**config.mk**
```make
export PLATFORM = sky130hd
export DESIGN_NAME = mdom_scdb_hdr_serializer
export DESIGN_NICKNAME = d
export VERILOG_FILES = /design/src/rtl/mdom_scdb_hdr_pkg.sv /design/src/rtl/mdom_scdb_hdr_pack.sv /design/src/rtl/mdom_scdb_hdr_serializer.sv
export SDC_FILE = /design/constraint.sdc
export NUM_CORES = 1
export LEC_CHECK = 0
export CAP_MARGIN = 5
export CORE_ASPECT_RATIO = 1.4
export CORE_MARGIN = 3
export CORE_UTILIZATION = 50
export DETAILED_ROUTE_END_ITERATION = 6
export PLACE_DENSITY = 0.83
export SLEW_MARGIN = 20
export SYNTH_ARGS = -nofsm -noshare
export SYNTH_HDL_FRONTEND = slang
export SYNTH_HIERARCHICAL = 1
export SYNTH_SLANG_ARGS = --single-unit
export TNS_END_PERCENT = 20
```
**constraint.sdc**
```tcl
create_clock -name clk -period 7.3 [get_ports clk]
set_clock_uncertainty 0.15 [all_clocks]
set_input_delay 1.46 -clock clk [delete_from_list [all_inputs] [get_ports clk]]
set_output_delay 1.46 -clock clk [all_outputs]
set_load 0.02 [all_outputs]
```
**src/rtl/mdom_scdb_hdr_pkg.sv**
```systemverilog
// Shared widths, size helpers and FSM encoding for the scdb header serializer.
// The derived header/word counts are computed from the field widths.
package mdom_scdb_hdr_pkg;

    localparam int LTC_W_DEF    = 49;
    localparam int ADDR_W_DEF   = 12;
    localparam int BSUM_W_DEF   = 19;
    localparam int CH_IDX_W_DEF = 5;
    localparam int WORD_W_DEF   = 16;

    // Fixed-width fields: trig_src, cnst_run, pre_conf, sync_rdy, bsum_len_sel and four flag bits.
    localparam int TRIG_W     = 2;
    localparam int PRE_CONF_W = 5;
    localparam int BSUM_LEN_W = 3;
    localparam int FIXED_W    = TRIG_W + 1 + PRE_CONF_W + 1 + BSUM_LEN_W + 4;

    function automatic int hdr_w(input int ltc_w, input int addr_w,
                                 input int bsum_w, input int ch_idx_w);
        return ltc_w + 2 * addr_w + bsum_w + ch_idx_w + FIXED_W;
    endfunction

    function automatic int nwords(input int hdr_bits, input int word_w);
        return (hdr_bits + word_w - 1) / word_w;
    endfunction

    typedef enum logic [1:0] {
        ST_IDLE = 2'd0,
        ST_SEND = 2'd1,
        ST_CHK  = 2'd2
    } state_t;

endpackage

```
**src/rtl/mdom_scdb_hdr_pack.sv**
```systemverilog
// Combinational packer: per-event header fields into one header vector, LSB first.
// Kept standalone so the readout decoder can reuse the same field layout.
module mdom_scdb_hdr_pack
    import mdom_scdb_hdr_pkg::*;
#(
    parameter int LTC_W    = LTC_W_DEF,
    parameter int ADDR_W   = ADDR_W_DEF,
    parameter int BSUM_W   = BSUM_W_DEF,
    parameter int CH_IDX_W = CH_IDX_W_DEF
) (
    input  logic [LTC_W-1:0]      evt_ltc,
    input  logic [ADDR_W-1:0]     start_addr,
    input  logic [ADDR_W-1:0]     stop_addr,
    input  logic [TRIG_W-1:0]     trig_src,
    input  logic                  cnst_run,
    input  logic [PRE_CONF_W-1:0] pre_conf,
    input  logic                  sync_rdy,
    input  logic [BSUM_W-1:0]     bsum,
    input  logic [BSUM_LEN_W-1:0] bsum_len_sel,
    input  logic                  bsum_valid,
    input  logic                  local_coinc,
    input  logic                  partial_wfm,
    input  logic                  continued_wfm,
    input  logic [CH_IDX_W-1:0]   channel_idx,
    output logic [hdr_w(LTC_W, ADDR_W, BSUM_W, CH_IDX_W)-1:0] hdr
);

    // Concatenation lists the last-packed field first, so evt_ltc lands at bit 0.
    assign hdr = {channel_idx, continued_wfm, partial_wfm, local_coinc, bsum_valid,
                  bsum_len_sel, bsum, sync_rdy, pre_conf, cnst_run, trig_src,
                  stop_addr, start_addr, evt_ltc};

endmodule

```
**src/rtl/mdom_scdb_hdr_serializer.sv**
```systemverilog
// Header serializer: one pending slot feeding a word shifter that streams the packed
// header as WORD_W-bit words, optionally followed by an XOR check word.
module mdom_scdb_hdr_serializer
    import mdom_scdb_hdr_pkg::*;
#(
    parameter int LTC_W    = LTC_W_DEF,
    parameter int ADDR_W   = ADDR_W_DEF,
    parameter int BSUM_W   = BSUM_W_DEF,
    parameter int CH_IDX_W = CH_IDX_W_DEF,
    parameter int WORD_W   = WORD_W_DEF,
    parameter bit CHK_EN   = 1'b1
) (
    input  logic                  clk,
    input  logic                  rst_n,
    input  logic [LTC_W-1:0]      evt_ltc,
    input  logic [ADDR_W-1:0]     start_addr,
    input  logic [ADDR_W-1:0]     stop_addr,
    input  logic [1:0]            trig_src,
    input  logic                  cnst_run,
    input  logic [4:0]            pre_conf,
    input  logic                  sync_rdy,
    input  logic [BSUM_W-1:0]     bsum,
    input  logic [2:0]            bsum_len_sel,
    input  logic                  bsum_valid,
    input  logic                  local_coinc,
    input  logic                  partial_wfm,
    input  logic                  continued_wfm,
    input  logic [CH_IDX_W-1:0]   channel_idx,
    input  logic                  in_valid,
    output logic                  in_ready,
    output logic [WORD_W-1:0]     out_data,
    output logic                  out_valid,
    input  logic                  out_ready,
    output logic                  out_first,
    output logic                  out_last,
    output logic                  busy,
    output logic [15:0]           hdr_sent_cnt
);

    localparam int HDR_W  = hdr_w(LTC_W, ADDR_W, BSUM_W, CH_IDX_W);
    localparam int NWORDS = nwords(HDR_W, WORD_W);
    localparam int DATA_W = NWORDS * WORD_W;
    localparam int CNT_W  = $clog2(NWORDS + 1);
    localparam logic [CNT_W-1:0] LAST_IDX = CNT_W'(NWORDS - 1);

    logic [HDR_W-1:0]  hdr_vec;
    logic [DATA_W-1:0] pend_data;
    logic [DATA_W-1:0] shift_q;
    logic [WORD_W-1:0] chk_calc;
    logic [WORD_W-1:0] chk_q;
    logic [CNT_W-1:0]  word_cnt;
    logic              pend_full;
    state_t            state;
    state_t            state_nxt;
    logic              accept;
    logic              load;
    logic              data_hs;
    logic              last_data;

    mdom_scdb_hdr_pack #(
        .LTC_W    (LTC_W),
        .ADDR_W   (ADDR_W),
        .BSUM_W   (BSUM_W),
        .CH_IDX_W (CH_IDX_W)
    ) u_pack (
        .evt_ltc       (evt_ltc),
        .start_addr    (start_addr),
        .stop_addr     (stop_addr),
        .trig_src      (trig_src),
        .cnst_run      (cnst_run),
        .pre_conf      (pre_conf),
        .sync_rdy      (sync_rdy),
        .bsum          (bsum),
        .bsum_len_sel  (bsum_len_sel),
        .bsum_valid    (bsum_valid),
        .local_coinc   (local_coinc),
        .partial_wfm   (partial_wfm),
        .continued_wfm (continued_wfm),
        .channel_idx   (channel_idx),
        .hdr           (hdr_vec)
    );

    // in_ready depends only on the pend flop, never on out_ready.
    assign in_ready  = !pend_full;
    assign accept    = in_valid && !pend_full;
    assign busy      = pend_full || (state != ST_IDLE);
    assign last_data = (state == ST_SEND) && (word_cnt == LAST_IDX);
    assign data_hs   = (state == ST_SEND) && out_ready;

    always_comb begin
        chk_calc = '0;
        for (int i = 0; i < NWORDS; i++) begin
            chk_calc ^= pend_data[i*WORD_W +: WORD_W];
        end
    end

    always_comb begin
        // NOTE: every output of this block gets a default first, so no path can infer a latch.
        state_nxt = state;
        load      = 1'b0;
        out_valid = 1'b0;
        out_first = 1'b0;
        out_last  = 1'b0;
        out_data  = '0;
        case (state)
            ST_IDLE: begin
                if (pend_full) begin
                    load      = 1'b1;
                    state_nxt = ST_SEND;
                end
            end
            ST_SEND: begin
                out_valid = 1'b1;
                out_data  = shift_q[WORD_W-1:0];
                out_first = (word_cnt == '0);
                out_last  = last_data && !CHK_EN;
                if (out_ready && last_data) begin
                    if (CHK_EN) begin
                        state_nxt = ST_CHK;
                    end else if (pend_full) begin
                        load      = 1'b1;
                        state_nxt = ST_SEND;
                    end else begin
                        state_nxt = ST_IDLE;
                    end
                end
            end
            ST_CHK: begin
                out_valid = 1'b1;
                out_data  = chk_q;
                out_last  = 1'b1;
                if (out_ready) begin
                    if (pend_full) begin
                        load      = 1'b1;
                        state_nxt = ST_SEND;
                    end else begin
                        state_nxt = ST_IDLE;
                    end
                end
            end
            default: state_nxt = ST_IDLE;
        endcase
    end

    always_ff @(posedge clk) begin
        if (!rst_n) begin
            state        <= ST_IDLE;
            pend_full    <= 1'b0;
            word_cnt     <= '0;
            hdr_sent_cnt <= '0;
        end else begin
            state <= state_nxt;
            // accept needs an empty slot and load needs a full one, so they never coincide.
            if (load) begin
                pend_full <= 1'b0;
            end else if (accept) begin
                pend_full <= 1'b1;
            end
            if (load) begin
                word_cnt <= '0;
            end else if (data_hs) begin
                word_cnt <= word_cnt + CNT_W'(1);
            end
            if (out_valid && out_ready && out_last) begin
                hdr_sent_cnt <= hdr_sent_cnt + 16'd1;
            end
        end
    end

    // NOTE: datapath registers carry no reset; every use is qualified by pend_full or state.
    always_ff @(posedge clk) begin
        if (accept) begin
            pend_data <= DATA_W'(hdr_vec);
        end
        if (load) begin
            shift_q <= pend_data;
            chk_q   <= chk_calc;
        end else if (data_hs) begin
            shift_q <= shift_q >> WORD_W;
        end
    end

endmodule
```
==> metrics.csv, run 1 <==
stage,metric,value,unit
logic_synthesis,synthesized flop and latch total,265,
setup_path,CP endpoint,out_data[7],
status,outcome,"finished, final reports clean",
pwr,switching power,1220,uW
layout,"commonest cells after routing, fill and taps aside","nand2_1, edfxtp_1, clkdlybuf4s50_1",
global_routing,first-pass GRT wire length,31900,um
cts,TritonCTS clock tree,done,
setup_path,worst reg2reg startpoint,state[0],
setup_path,Critical Path Fanout Max,23,
cts,Skew-Pair Late Insertion Delay,0.53,ns
die,core area,22700,um^2
setup_path,Reg2Reg Setup Slack,3.21,ns
setup_path,critical path launch point type,register,
setup_path,R2R depth,8,
setup_path,crit path from,state[0],
die,die height,187,um
routing,routed vias/inst,4.93,
layout,"Core Util, Final",0.589,
pwr,Logic pwr share,0.217,
layout,area grow syn2layout,14.8,%
cts,H-Tree Depth,1,
logic_synthesis,largest family of logic cells by synthesized area,simple AND/OR/NAND/NOR gates,
die,Die Wd,135,um
layout,"most common cell after layout, fill and taps aside",nand2_1,
pwr,Flop pwr share,0.516,
pwr,worst vdd ir,0.224,mV
setup_path,Worst setup EP type,output port,
timing,Max Slew Vio Count,0,
routing,DRT iter0 DRCs,440,
cts,CTS Root Cell,clkbuf_16,
routing,Post-Route WL,19800,um
timing,post-layout min period,4.53,ns
die,# IOs,154,
placement,HPWL after DPL,13100,um
cts,clk sinks,265,
global_routing,vias in the first global route,6551,
pwr,Clock power frac,0.267,
logic_synthesis,compound-gate portion of the synthesized area,0.0145,
logic_synthesis,adder-cell share of the synthesized area,0.00860,
global_routing,GRT overflow,0,
logic_synthesis,Synth cell types,32,
routing,Final ANT Viol Nets,0,
layout,"Cell Count, Final, Fillers Out",1313,
logic_synthesis,Post-Syn Area per Cell,12.2,um^2
run,# Max-Cap Violations,0,
die,Die Footprint,25200,um^2
pwr,internal power,3120,uW
cts,cts bufs inserted,25,
worst_hold_path,Hold Path Class,register to register,
cts,Setup Buffers After CTS,0,
die,row count,65,
global_routing,largest net degree at the start of global routing,100,
logic_synthesis,Synth Area in XOR/XNOR,0.0828,
cts,"Reg clk slew, reported paths",0.06,ns
cts,CTS Buffer Depth,3,
logic_synthesis,post-synthesis mux area share,0.00516,
setup_path,reg-to-reg endpoint,shift_q[100],
timing,Max Clk Rate,221,MHz
layout,final instance area,13400,um^2
timing,final hold vios,0,
logic_synthesis,Yosys warnings,6,
routing,Post-route DRC,0,
routing,drt pass-1 iters,5,
logic_synthesis,mapped cell area,11600,um^2
setup_path,"Arr. time, crit path",2.92,ns
routing,wire per inst,15.1,um
timing,Setup-failing EPs final,0,
placement,dpl cells,1268,
setup_path,CP cell instances,inv_1 > ha_1 > a22oi_1 > nor2b_1 > clkdlybuf4s50_1,
timing,Fin Hold WS,0.329,ns
placement,Port Buffers,153,
layout,fill count,1783,
pwr,P_leak,0.00490,uW
cts,"Hold-fix buffers, CTS",0,
timing,unrepaired setup endpoints after global routing,no,
pwr,pwr dens,325,nW/um^2
global_routing,initial antenna violation count,1,
layout,nets,1119,
logic_synthesis,Mapped Nets,1077,
routing,Vias,6474,
placement,routability cong.,0.803,
setup_path,WS Path Type,register to output port,
die,initial core utilization,0.513,
logic_synthesis,Simple-Gate Fraction of Synth Area,0.138,
setup_path,"Largest stage delay, worst path",0.84,ns
timing,Worst Tran Pin Value,1.02,ns
cts,# resized after CTS,0,
setup_path,Required @ worst endpoint,5.69,ns
logic_synthesis,sequential-to-total area share from yosys stat,0.664,
global_routing,GRT Resource Usage Total,0.155,
layout,layout cells sized above 1,0.0445,
timing,Tcrit/Tclk final,0.620,
pwr,Sw Ratio,0.281,
timing,setup total negative slack,0,ns
logic_synthesis,cell count after synthesis,952,
timing,Slew HR,0.317,
placement,DP Area,12600,um^2
setup_path,Worst path slowest cell,ha_1,
[cell families after synthesis]
kind of cell             count (synthesis)
AO/OA/AOI/OAI                           24
XOR/XNOR                               110
multiplexers                             6
adder cells (fa/ha/maj)                  8
flip-flops                             265
AND/OR/NAND/NOR                        386
buffers and inverters                  153
[per-stage QoR]
step | setup WS [ns] | power (uW)
6_report | 2.77 | 4340
5_1_grt | 2.55 | 4580
4_1_cts | 2.63 | 4390
3_5_place_dp | 2.28 | 3230
3_3_place_gp | 2.35 | 3180
2_1_floorplan | 0.183 | 2970
[worst max-delay path: cells and delay by family, from the launching register on]
kind                     cells  cell delay [ns]
AO/OA/AOI/OAI                1             0.21
adder cells (fa/ha/maj)      1             0.84
flip-flops                   1             0.36
buffers and inverters        2             0.74
AND/OR/NAND/NOR              1             0.25
[power by group through the flow]
stage,clock network [uW],registers [uW],logic [uW]
after floorplan,0,2270,698
after global placement,0,2260,921
after detailed placement,0,2270,961
after CTS,1190,2240,966
after global routing,1250,2270,1060
final,1160,2240,943
[routing by layer]
layer / vias up / routed length (um) / track usage
met1: 3101 / 7720 / 0.190
met5: - / 0 / 0
li1: 3147 / - / -
met2: 185 / 10500 / 0.275
met3: 41 / 1080 / 0.0275
met4: 0 / 572 / 0.0555
[registers in the layout, indices dropped and copies added, names as in the netlist]
signal,cells
state,2
word_cnt,4
pend_data,113
pend_full,1
hdr_sent_cnt,16
shift_q,113
chk_q,16
[synthesized netlist by cell type, drive strengths merged]
cell type / n / area share
nor4: 2 / 0.0011
nor3: 5 / 0.0021
nand3: 9 / 0.0049
ha: 8 / 0.0086
dfxtp: 23 / 0.040
a21oi: 4 / 0.0017
or4: 1 / 0.00097
nand2: 304 / 0.098
edfxtp: 242 / 0.62
clkbuf: 18 / 0.0058
a222oi: 1 / 0.00086
xnor2: 75 / 0.056
o21ai: 3 / 0.0016
and2: 17 / 0.0091
and3: 2 / 0.0011
or3: 2 / 0.0012
inv: 10 / 0.0032
nor2b: 17 / 0.0091
nand2b: 3 / 0.0016
buf: 125 / 0.078
nor2: 20 / 0.0065
nand4: 3 / 0.0016
xor2: 35 / 0.026
a22oi: 16 / 0.010
nand4b: 1 / 0.00075
mux2i: 6 / 0.0052
[cell type report]
| cell class | count | area (um^2) | share of cell area |
|---|---|---|---|
| Sequential cell | 265 | 7730 | 0.578 |
| Multi-Input combinational cell | 534 | 2920 | 0.219 |
| Timing Repair Buffer | 158 | 1570 | 0.117 |
| Clock buffer | 32 | 652 | 0.0488 |
| Tap cell | 301 | 377 | 0.0282 |
| Clock inverter | 12 | 67.6 | 0.00506 |
| Inverter | 10 | 40.0 | 0.00300 |
| Antenna cell | 1 | 2.50 | 0.000187 |
[worst min path at each step]
stage                     startpoint          endpoint  cells after the start
floorplan                word_cnt[1]       word_cnt[1]                      2
global placement    hdr_sent_cnt[15]  hdr_sent_cnt[15]                      2
detailed placement  hdr_sent_cnt[15]  hdr_sent_cnt[15]                      2
CTS                 hdr_sent_cnt[15]  hdr_sent_cnt[15]                      2
global route        hdr_sent_cnt[15]  hdr_sent_cnt[15]                      2
finish              hdr_sent_cnt[15]  hdr_sent_cnt[15]                      2
(Power assumes the default switching activity.)
==> run 2, diff against run 1 <==
==> constraint.sdc (replaced) <==
create_clock -name clk -period 3.65 [get_ports clk]
set_clock_uncertainty 0.15 [all_clocks]
set_input_delay 0.73 -clock clk [delete_from_list [all_inputs] [get_ports clk]]
set_output_delay 0.73 -clock clk [all_outputs]
set_load 0.02 [all_outputs]
==> run 2 against run 1 <==
Via count fell by 0.37%; sequential share of layout area fell by 0.74 points; routed wire length rose by 2.4%; count of clock-buffer cells in the layout fell by 2; cell count rose by 0.69%; critical path depth rose by 1.
==> metrics.csv, run 2 (synthesized netlist as in run 1, its figures left out) <==
stage,metric,value,unit
timing,Worst Tran Pin Value,0.666,ns
cts,Skew-Pair Late Insertion Delay,0.51,ns
run,# Max-Cap Violations,0,
pwr,Logic pwr share,0.221,
timing,Setup-failing EPs final,0,
global_routing,vias in the first global route,6491,
pwr,P_leak,0.00500,uW
pwr,switching power,2440,uW
layout,Diodes inserted,0,
layout,final instance area,13500,um^2
pwr,Sw Ratio,0.275,
layout,layout cells sized above 1,0.0539,
timing,Fin Hold WS,0.322,ns
timing,Tcrit/Tclk final,0.934,
routing,wire per inst,15.4,um
timing,post-layout min period,3.41,ns
pwr,Flop pwr share,0.505,
cts,clk sinks,265,
timing,Max Clk Rate,293,MHz
die,Die Wd,135,um
timing,final worst slack,0.240,ns
die,initial core utilization,0.513,
layout,area grow syn2layout,16.3,%
timing,Slew HR,0.556,
timing,final hold vios,0,
cts,CTS Buffer Depth,3,
die,# IOs,154,
pwr,Clock power frac,0.273,
global_routing,initial antenna violation count,0,
global_routing,largest net degree at the start of global routing,114,
timing,unrepaired setup endpoints after global routing,no,
global_routing,GRT overflow,0,
layout,nets,1129,
die,Die Footprint,25200,um^2
layout,area occupied by multi-input gates,2920,um^2
layout,Regs by FF count,"pend_data (113), shift_q (113)",
placement,Place WS,0.643,ns
global_routing,GRT Resource Usage Total,0.163,
cts,Setup Buffers After CTS,0,
pwr,worst vdd ir,0.555,mV
placement,Port Buffers,153,
routing,routed vias/inst,4.88,
pwr,internal power,6430,uW
die,core area,22700,um^2
setup_path,Critical Path Fanout Max,15,
placement,DP Area,12800,um^2
pwr,total power,8860,uW
setup_path,WS Path Type,register to output port,
die,die height,187,um
worst_hold_path,Hold Path Class,register to register,
cts,CTS Root Cell,clkbuf_16,
layout,Reg area,7730,um^2
setup_path,critical path launch point type,register,
routing,Vias,6450,
die,row count,65,
setup_path,Required @ worst endpoint,2.77,ns
cts,# resized after CTS,0,
setup_path,Worst setup EP type,output port,
cts,H-Tree Depth,1,
pwr,pwr dens,655,nW/um^2
cts,"Reg clk slew, reported paths",0.06,ns
timing,Max Slew Vio Count,0,
routing,drt pass-1 iters,5,
placement,routability cong.,0.806,
layout,"commonest cells after routing, fill and taps aside","nand2_1, edfxtp_1, clkdlybuf4s50_1",
routing,Final ANT Viol Nets,0,
layout,"most common cell after layout, fill and taps aside",nand2_1,
cts,TritonCTS clock tree,done,
layout,fill count,1748,
routing,DRT iter0 DRCs,371,
routing,Post-Route WL,20300,um
routing,Post-route DRC,0,
setup_path,"Arr. time, crit path",2.53,ns
cts,"Hold-fix buffers, CTS",0,
global_routing,first-pass GRT wire length,33000,um
cts,cts bufs inserted,25,
placement,HPWL after DPL,13900,um
status,outcome,"finished, final reports clean",
## run 2: cell types whose count changed in the layout (fill, tap and decap cells not counted), sizes merged
cell | previous run | this run
buf | 5 | 15
clkinvlp | 2 | 0
clkbuf | 32 | 30
diode | 1 | 0
bufinv | 0 | 2
clkinv | 9 | 12
inv | 11 | 10
## run 2: path summary, 6_finish.rpt
kind,endpoint,slack (ns),start,cells after the start
max,out_data[9],0.24,state[0],6
max reg2reg,shift_q[56],0.96,state[0],7
min,hdr_sent_cnt[15],0.32,hdr_sent_cnt[15],2
min reg2reg,hdr_sent_cnt[15],0.32,hdr_sent_cnt[15],2
## run 2: metrics by stage
stage / TNS (ns) / utilization / instances
2_1_floorplan: -11.53 / - / 952
3_3_place_gp: 0 / 0.563 / 1278
4_1_cts: 0 / 0.596 / 1322
3_5_place_dp: 0 / 0.563 / 1278
6_report: 0 / 0.596 / 1322
5_1_grt: 0 / 0.596 / 1322
## run 2: routing by layer
metal  part of all wire  GRT usage  routed length [um]  up-vias
met5                  0          0                   0        -
met4              0.019     0.0442                 382        0
met3              0.049     0.0283                 986       26
met2               0.52      0.284               10600      164
li1                   -          -                   -     3168
met1               0.41      0.212                8300     3092
## run 2: layout make-up
| class | instances | share of cell area |
|---|---|---|
| multi-input cells | 534 | 0.216 |
| well taps | 301 | 0.0278 |
| inverters | 10 | 0.00296 |
| repair buffers | 168 | 0.126 |
| clock buffers | 30 | 0.0476 |
| clock inverters | 14 | 0.00832 |
| flip-flops and latches | 265 | 0.571 |
## run 2: power by group through the flow
stage / Clock [uW] / Sequential, uW / Combinational, uW
5_1_grt: 2620 / 4530 / 2210
6_report: 2420 / 4480 / 1960
3_3_place_gp: 0 / 4520 / 1920
3_5_place_dp: 0 / 4540 / 1990
2_1_floorplan: 0 / 4500 / 1400
4_1_cts: 2490 / 4480 / 2000
## run 2: critical path, stage by stage, from the launching register on
cell             delay [ns]
dfxtp_1                0.35
inv_1                  0.10
ha_1                   0.33
buf_4                  0.29
a22oi_1                0.12
nor2b_1                0.18
clkdlybuf4s50_1        0.65
